**config.mk**
```make
export PLATFORM = sky130hd
export DESIGN_NAME = posit_fma_out_pipe
export DESIGN_NICKNAME = d
export VERILOG_FILES = /design/src/rtl/posit_fma_out_pipe.sv
export SDC_FILE = /design/constraint.sdc
export NUM_CORES = 1
export LEC_CHECK = 0
export CAP_MARGIN = 20
export CORE_AREA = 4 4 88 90
export DETAILED_ROUTE_END_ITERATION = 16
export DIE_AREA = 0 0 92 94
export PLACE_DENSITY = 0.87
export SETUP_SLACK_MARGIN = 0.2
export SYNTH_ARGS = -nofsm -noshare
export SYNTH_HDL_FRONTEND = slang
export SYNTH_SLANG_ARGS = --single-unit
```
**constraint.sdc**
```tcl
create_clock -name clk_i -period 3 [get_ports clk_i]
set_clock_uncertainty 0.1 [all_clocks]
set_input_delay 0.75 -clock clk_i [delete_from_list [all_inputs] [get_ports clk_i]]
set_output_delay 0.75 -clock clk_i [all_outputs]
set_load 0.1 [all_outputs]
```
**src/rtl/posit_fma_out_pipe.sv**
```systemverilog
// posit_fma_out_pipe: elastic, flushable retiming registers behind the posit FMA
package posit_pkg;
  typedef enum logic [1:0] {POSIT32, POSIT16, POSIT8, POSIT64} posit_format_e;
  typedef logic [4:0] status_t;
  function automatic int unsigned posit_width(posit_format_e f);
    return f == POSIT16 ? 16 : f == POSIT8 ? 8 : f == POSIT64 ? 64 : 32;
  endfunction
endpackage

module posit_fma_out_pipe #(
  parameter posit_pkg::posit_format_e pFormat = posit_pkg::posit_format_e'(0),
  parameter int NUM_REGS = 2,
  localparam int unsigned WIDTH = posit_pkg::posit_width(pFormat)
) (
  input  logic               clk_i,
  input  logic               rst_i,
  input  logic [WIDTH-1:0]   result_i,
  input  posit_pkg::status_t status_i,
  input  logic               tag_i,
  input  logic               in_valid_i,
  output logic               in_ready_o,
  input  logic               flush_i,
  output logic [WIDTH-1:0]   result_o,
  output posit_pkg::status_t status_o,
  output logic               tag_o,
  output logic               out_valid_o,
  input  logic               out_ready_i,
  output logic               busy_o
);
  typedef enum logic {EMPTY, FULL} stage_e;
  if (NUM_REGS == 0) begin : g_pass
    logic unused_ok;
    assign unused_ok   = ^{clk_i, rst_i, flush_i};
    assign in_ready_o  = out_ready_i;
    assign out_valid_o = in_valid_i;
    assign busy_o      = in_valid_i;
    assign result_o    = result_i;
    assign status_o    = status_i;
    assign tag_o       = tag_i;
  end else begin : g_pipe
    stage_e                   state_q   [NUM_REGS];
    stage_e                   state_d   [NUM_REGS];
    logic [WIDTH-1:0]         result_q  [NUM_REGS];
    logic [WIDTH-1:0]         up_result [NUM_REGS];
    posit_pkg::status_t       status_q  [NUM_REGS];
    posit_pkg::status_t       up_status [NUM_REGS];
    logic [NUM_REGS-1:0]      valid_q, up_valid, tag_q, up_tag;
    logic [NUM_REGS:0]        ready;
    for (genvar s = 0; s < NUM_REGS; s++) begin : g_stage
      assign valid_q[s] = state_q[s] == FULL;
      if (s == 0) begin : g_head
        assign up_valid[s]  = in_valid_i;
        assign up_result[s] = result_i;
        assign up_status[s] = status_i;
        assign up_tag[s]    = tag_i;
      end else begin : g_body
        assign up_valid[s]  = valid_q[s-1];
        assign up_result[s] = result_q[s-1];
        assign up_status[s] = status_q[s-1];
        assign up_tag[s]    = tag_q[s-1];
      end
    end
    // a stage can accept when it is empty or its contents move on this cycle, so bubbles collapse
    always_comb begin
      ready[NUM_REGS] = out_ready_i;
      for (int t = NUM_REGS - 1; t >= 0; t--) ready[t] = ready[t+1] | ~valid_q[t];
    end
    // per-stage EMPTY/FULL transition; flush empties everything, including a same-cycle input
    always_comb
      for (int t = 0; t < NUM_REGS; t++)
        state_d[t] = flush_i ? EMPTY : (up_valid[t] & ready[t]) ? FULL : ready[t+1] ? EMPTY : state_q[t];
    // state register plus payload that only loads on an accepted transfer
    always_ff @(posedge clk_i)
      if (rst_i) begin
        for (int t = 0; t < NUM_REGS; t++) begin
          state_q[t]  <= EMPTY;
          result_q[t] <= '0;
          status_q[t] <= '0;
          tag_q[t]    <= 1'b0;
        end
      end else begin
        for (int t = 0; t < NUM_REGS; t++) begin
          state_q[t] <= state_d[t];
          if (up_valid[t] & ready[t]) begin
            result_q[t] <= up_result[t];
            status_q[t] <= up_status[t];
            tag_q[t]    <= up_tag[t];
          end
        end
      end
    assign in_ready_o  = ready[0];
    assign out_valid_o = valid_q[NUM_REGS-1];
    assign busy_o      = |valid_q;
    assign result_o    = result_q[NUM_REGS-1];
    assign status_o    = status_q[NUM_REGS-1];
    assign tag_o       = tag_q[NUM_REGS-1];
  end
endmodule

```
==> metrics.md <==
| Metric | Value |
|---|---|
| Post-Syn Area per Cell | 15.5 um^2 |
| IO Pins | 84 |
| Fin. max-slew vios | 0 |
| Leak Pwr | 1.61 nW |
| Maximum vdd drop | 210 uV |
| Post-route insts no fill | 370 |
| Period Utilization, post-route | 0.888 |
| WL/cell | 12.9 um |
| Total CTS buffers | 9 |
| Reg2reg end | g_pipe.result_q[0][24] |
| Core Footprint | 7060 um^2 |
| CTS max path bufs | 2 |
| CP Buf/Inv Count | 3 |
| Logic pwr share | 0.181 |
| RSZ-0062 raised after global routing | false |
| Max-Cap Viols | 0 |
| FILL cells | 555 |
| Final hold viol count | 0 |
| Cell Int Power | 1.78 mW |
| Nets@finish | 309 |
| Die H | 94 um |
| Vias post-DR | 1610 |
| TNS Setup | 0 ns |
| # diodes | 0 |
| Initial DRC count | 46 |
| #FFs+latches synth | 78 |
| Hpwl dp | 3190 um |
| Worst min path class | reg -> reg |
| Tmin final | 2.66 ns |
| Number of synthesized flops with an enable pin | 74 |
| Slowest cell on the critical path | clkdlybuf4s50_1 |
| Clock transition at the registers of the reported paths | 0.07 ns |
| CTS H-Tree Depth | 3 |
| Row count | 31 |
| CTS tree | built |
| Relative slew slack | 0.792 |
| Flop2flop setup slack | 1.35 ns |
| R2R depth | 4 |
| Crit path to | in_ready_o |
| Crit-path max FO | 4 |
| Asr flop ratio synth | 0 |
| Hold_ws | 0.386 ns |
| Worst skew pair latency | 0.34 ns |
| First-pass DRT Iterations | 4 |
| Crit-path max cell delay | 0.41 ns |
| Ys Warns | 0 |
| Crit path DAT | 1.81 ns |
| Sw frac | 0.277 |
| WL final | 4780 um |
| Crit path from | out_ready_i |
| Yosys top cell area share | 0.672 |
| Most common cell in the netlist | edfxtp_1 |
| Multi-input logic area | 621 um^2 |
| Initial core utilization | 0.468 |
| Synth area leaders | edfxtp_1 (67%), and2_2 (8.6%), buf_4 (8.4%) |
| Gp weighted congestion | 0.703 |
| Post-Syn Area | 3310 um^2 |
| Vias in the first global route | 1616 |
| Chip Width | 92 um |
| Flop pwr share | 0.523 |
| # port buffers | 83 |
| Critical path endpoint category | output pin |
| Clock sink count | 78 |
| Final setup viols | 0 |
| Startpoint Class | input pin |
| DIE AREA | 8650 um^2 |
| Antenna violations before repair | 0 |
| Sw power | 0.682 mW |
| Total GRT Usage | 0.115 |
| First-pass GRT wire length | 7340 um |
| Mapped Nets | 257 |
| Vias per inst | 4.35 |
| Clk root buf | clkbuf_8 |
| Dpl cells | 354 |
| Final worst slack | 0.336 ns |
| Gate Count Post-Synth | 214 |
| Post-synth top cells | edfxtp_1 (74), and2_2 (38), buf_4 (37) |
| Clock power frac | 0.296 |
| Post-synth top flop | edfxtp_1 |
| Overall power | 2.46 mW |
| Largest net degree at the start of global routing | 75 |
| Fmax | 375 MHz |
| CP Depth | 4 |
| Area grow syn2layout | 22.3% |
| Register Area | 2300 um^2 |
| Cell family with most CP delay | buffers and inverters |
| Sequential share of the synthesized area | 0.696 |
| CP Class | in -> out |
| Layout cells sized above 1 | 0.373 |
| Pre-CTS setup slack | 0.257 ns |
| Remaining antenna violation count | 0 |
| Run status | completed |
| CP required | 2.15 ns |
| Slew @ Worst Pin | 0.311 ns |
| PD cells | 609 nW/um^2 |
| Worst r2r src | g_pipe.state_q[0][0] |
| # DRC | 0 |
| Postcts setup bufs | 0 |
| Crit path cell chain | clkdlybuf4s50_1 -> and3b_2 -> clkinvlp_4 -> buf_12 |
| Leading area contributor after synthesis | edfxtp_1 |
| Yosys cell types | 20 |
| Grt total ovfl | 0 |
## metrics by stage
step | util | cell area, um^2
after global placement | 0.547 | 3860
after global routing | 0.573 | 4050
final | 0.573 | 4050
after CTS | 0.573 | 4040
after detailed placement | 0.547 | 3860
after floorplan | - | 3310
## flip-flops by register name, indices dropped and copies added (netlist names)
name             cells
g_pipe.result_q     64
g_pipe.state_q       2
g_pipe.status_q     10
g_pipe.tag_q         2
## logic make-up after synthesis
group	Yosys count	share of synthesized area
flops	78	0.696
simple gates	79	0.164
buf+inv	48	0.119
compound gates	9	0.0208
## area by class of cell
cell class | count | share of cell area
Clock buffer | 12 | 0.0334
Clock inverter | 4 | 0.0118
Inverter | 3 | 0.00371
Multi-Input combinational cell | 88 | 0.153
Sequential cell | 78 | 0.569
Tap cell | 99 | 0.0306
Timing Repair Buffer | 86 | 0.198
## repair_timing
action,4_1_cts,5_1_grt
setup endpoints to repair,0,1
resized for setup,0,1
hold buffers,0,0
## placed cells by master (no fill, tap or decap)
cell type	instances
a211oi_1	2
a211oi_4	1
a21bo_2	1
a21o_2	2
a21oi_1	2
and2_1	36
and2_2	38
and3b_2	1
buf_12	4
buf_4	40
bufinv_16	1
clkbuf_1	3
clkbuf_8	9
clkdlybuf4s50_1	42
clkinv_1	1
clkinv_2	1
clkinv_4	1
clkinvlp_4	1
dfxtp_1	4
edfxtp_1	74
inv_1	2
nand2b_1	1
nand3_1	2
o21ai_0	1
or2_2	1
## power groups by stage
stage / sequential (mW) / combinational, mW / clock (mW)
2_1_floorplan: 1.31 / 0.373 / 0
3_3_place_gp: 1.31 / 0.446 / 0
3_5_place_dp: 1.31 / 0.451 / 0
4_1_cts: 1.29 / 0.452 / 0.755
5_1_grt: 1.30 / 0.463 / 0.800
6_report: 1.29 / 0.446 / 0.729
## worst min-delay path: stages (launching register included)
cell,delay (ns)
dfxtp_1,0.31
nand3_1,0.07
a21oi_1,0.06
## per-layer routing
| layer | vias to the layer above | track usage | share of wire |
|---|---|---|---|
| met5 | - | 0 | 0 |
| met4 | 0 | 0.0780 | 0.023 |
| met3 | 9 | 0.0369 | 0.071 |
| met2 | 59 | 0.206 | 0.54 |
| met1 | 747 | 0.114 | 0.36 |
| li1 | 795 | - | - |
## worst min-delay path by stage
stage                         start               to  slack (ns)  cells after the start
floorplan           g_pipe.tag_q[0]  g_pipe.tag_q[1]        0.33                      2
global placement    g_pipe.tag_q[0]  g_pipe.tag_q[1]        0.36                      2
detailed placement  g_pipe.tag_q[0]  g_pipe.tag_q[1]        0.38                      2
CTS                 g_pipe.tag_q[0]  g_pipe.tag_q[1]        0.39                      2
global route        g_pipe.tag_q[0]  g_pipe.tag_q[1]        0.39                      2
finish              g_pipe.tag_q[0]  g_pipe.tag_q[1]        0.39                      2
Power figures use the tool's default switching activity.
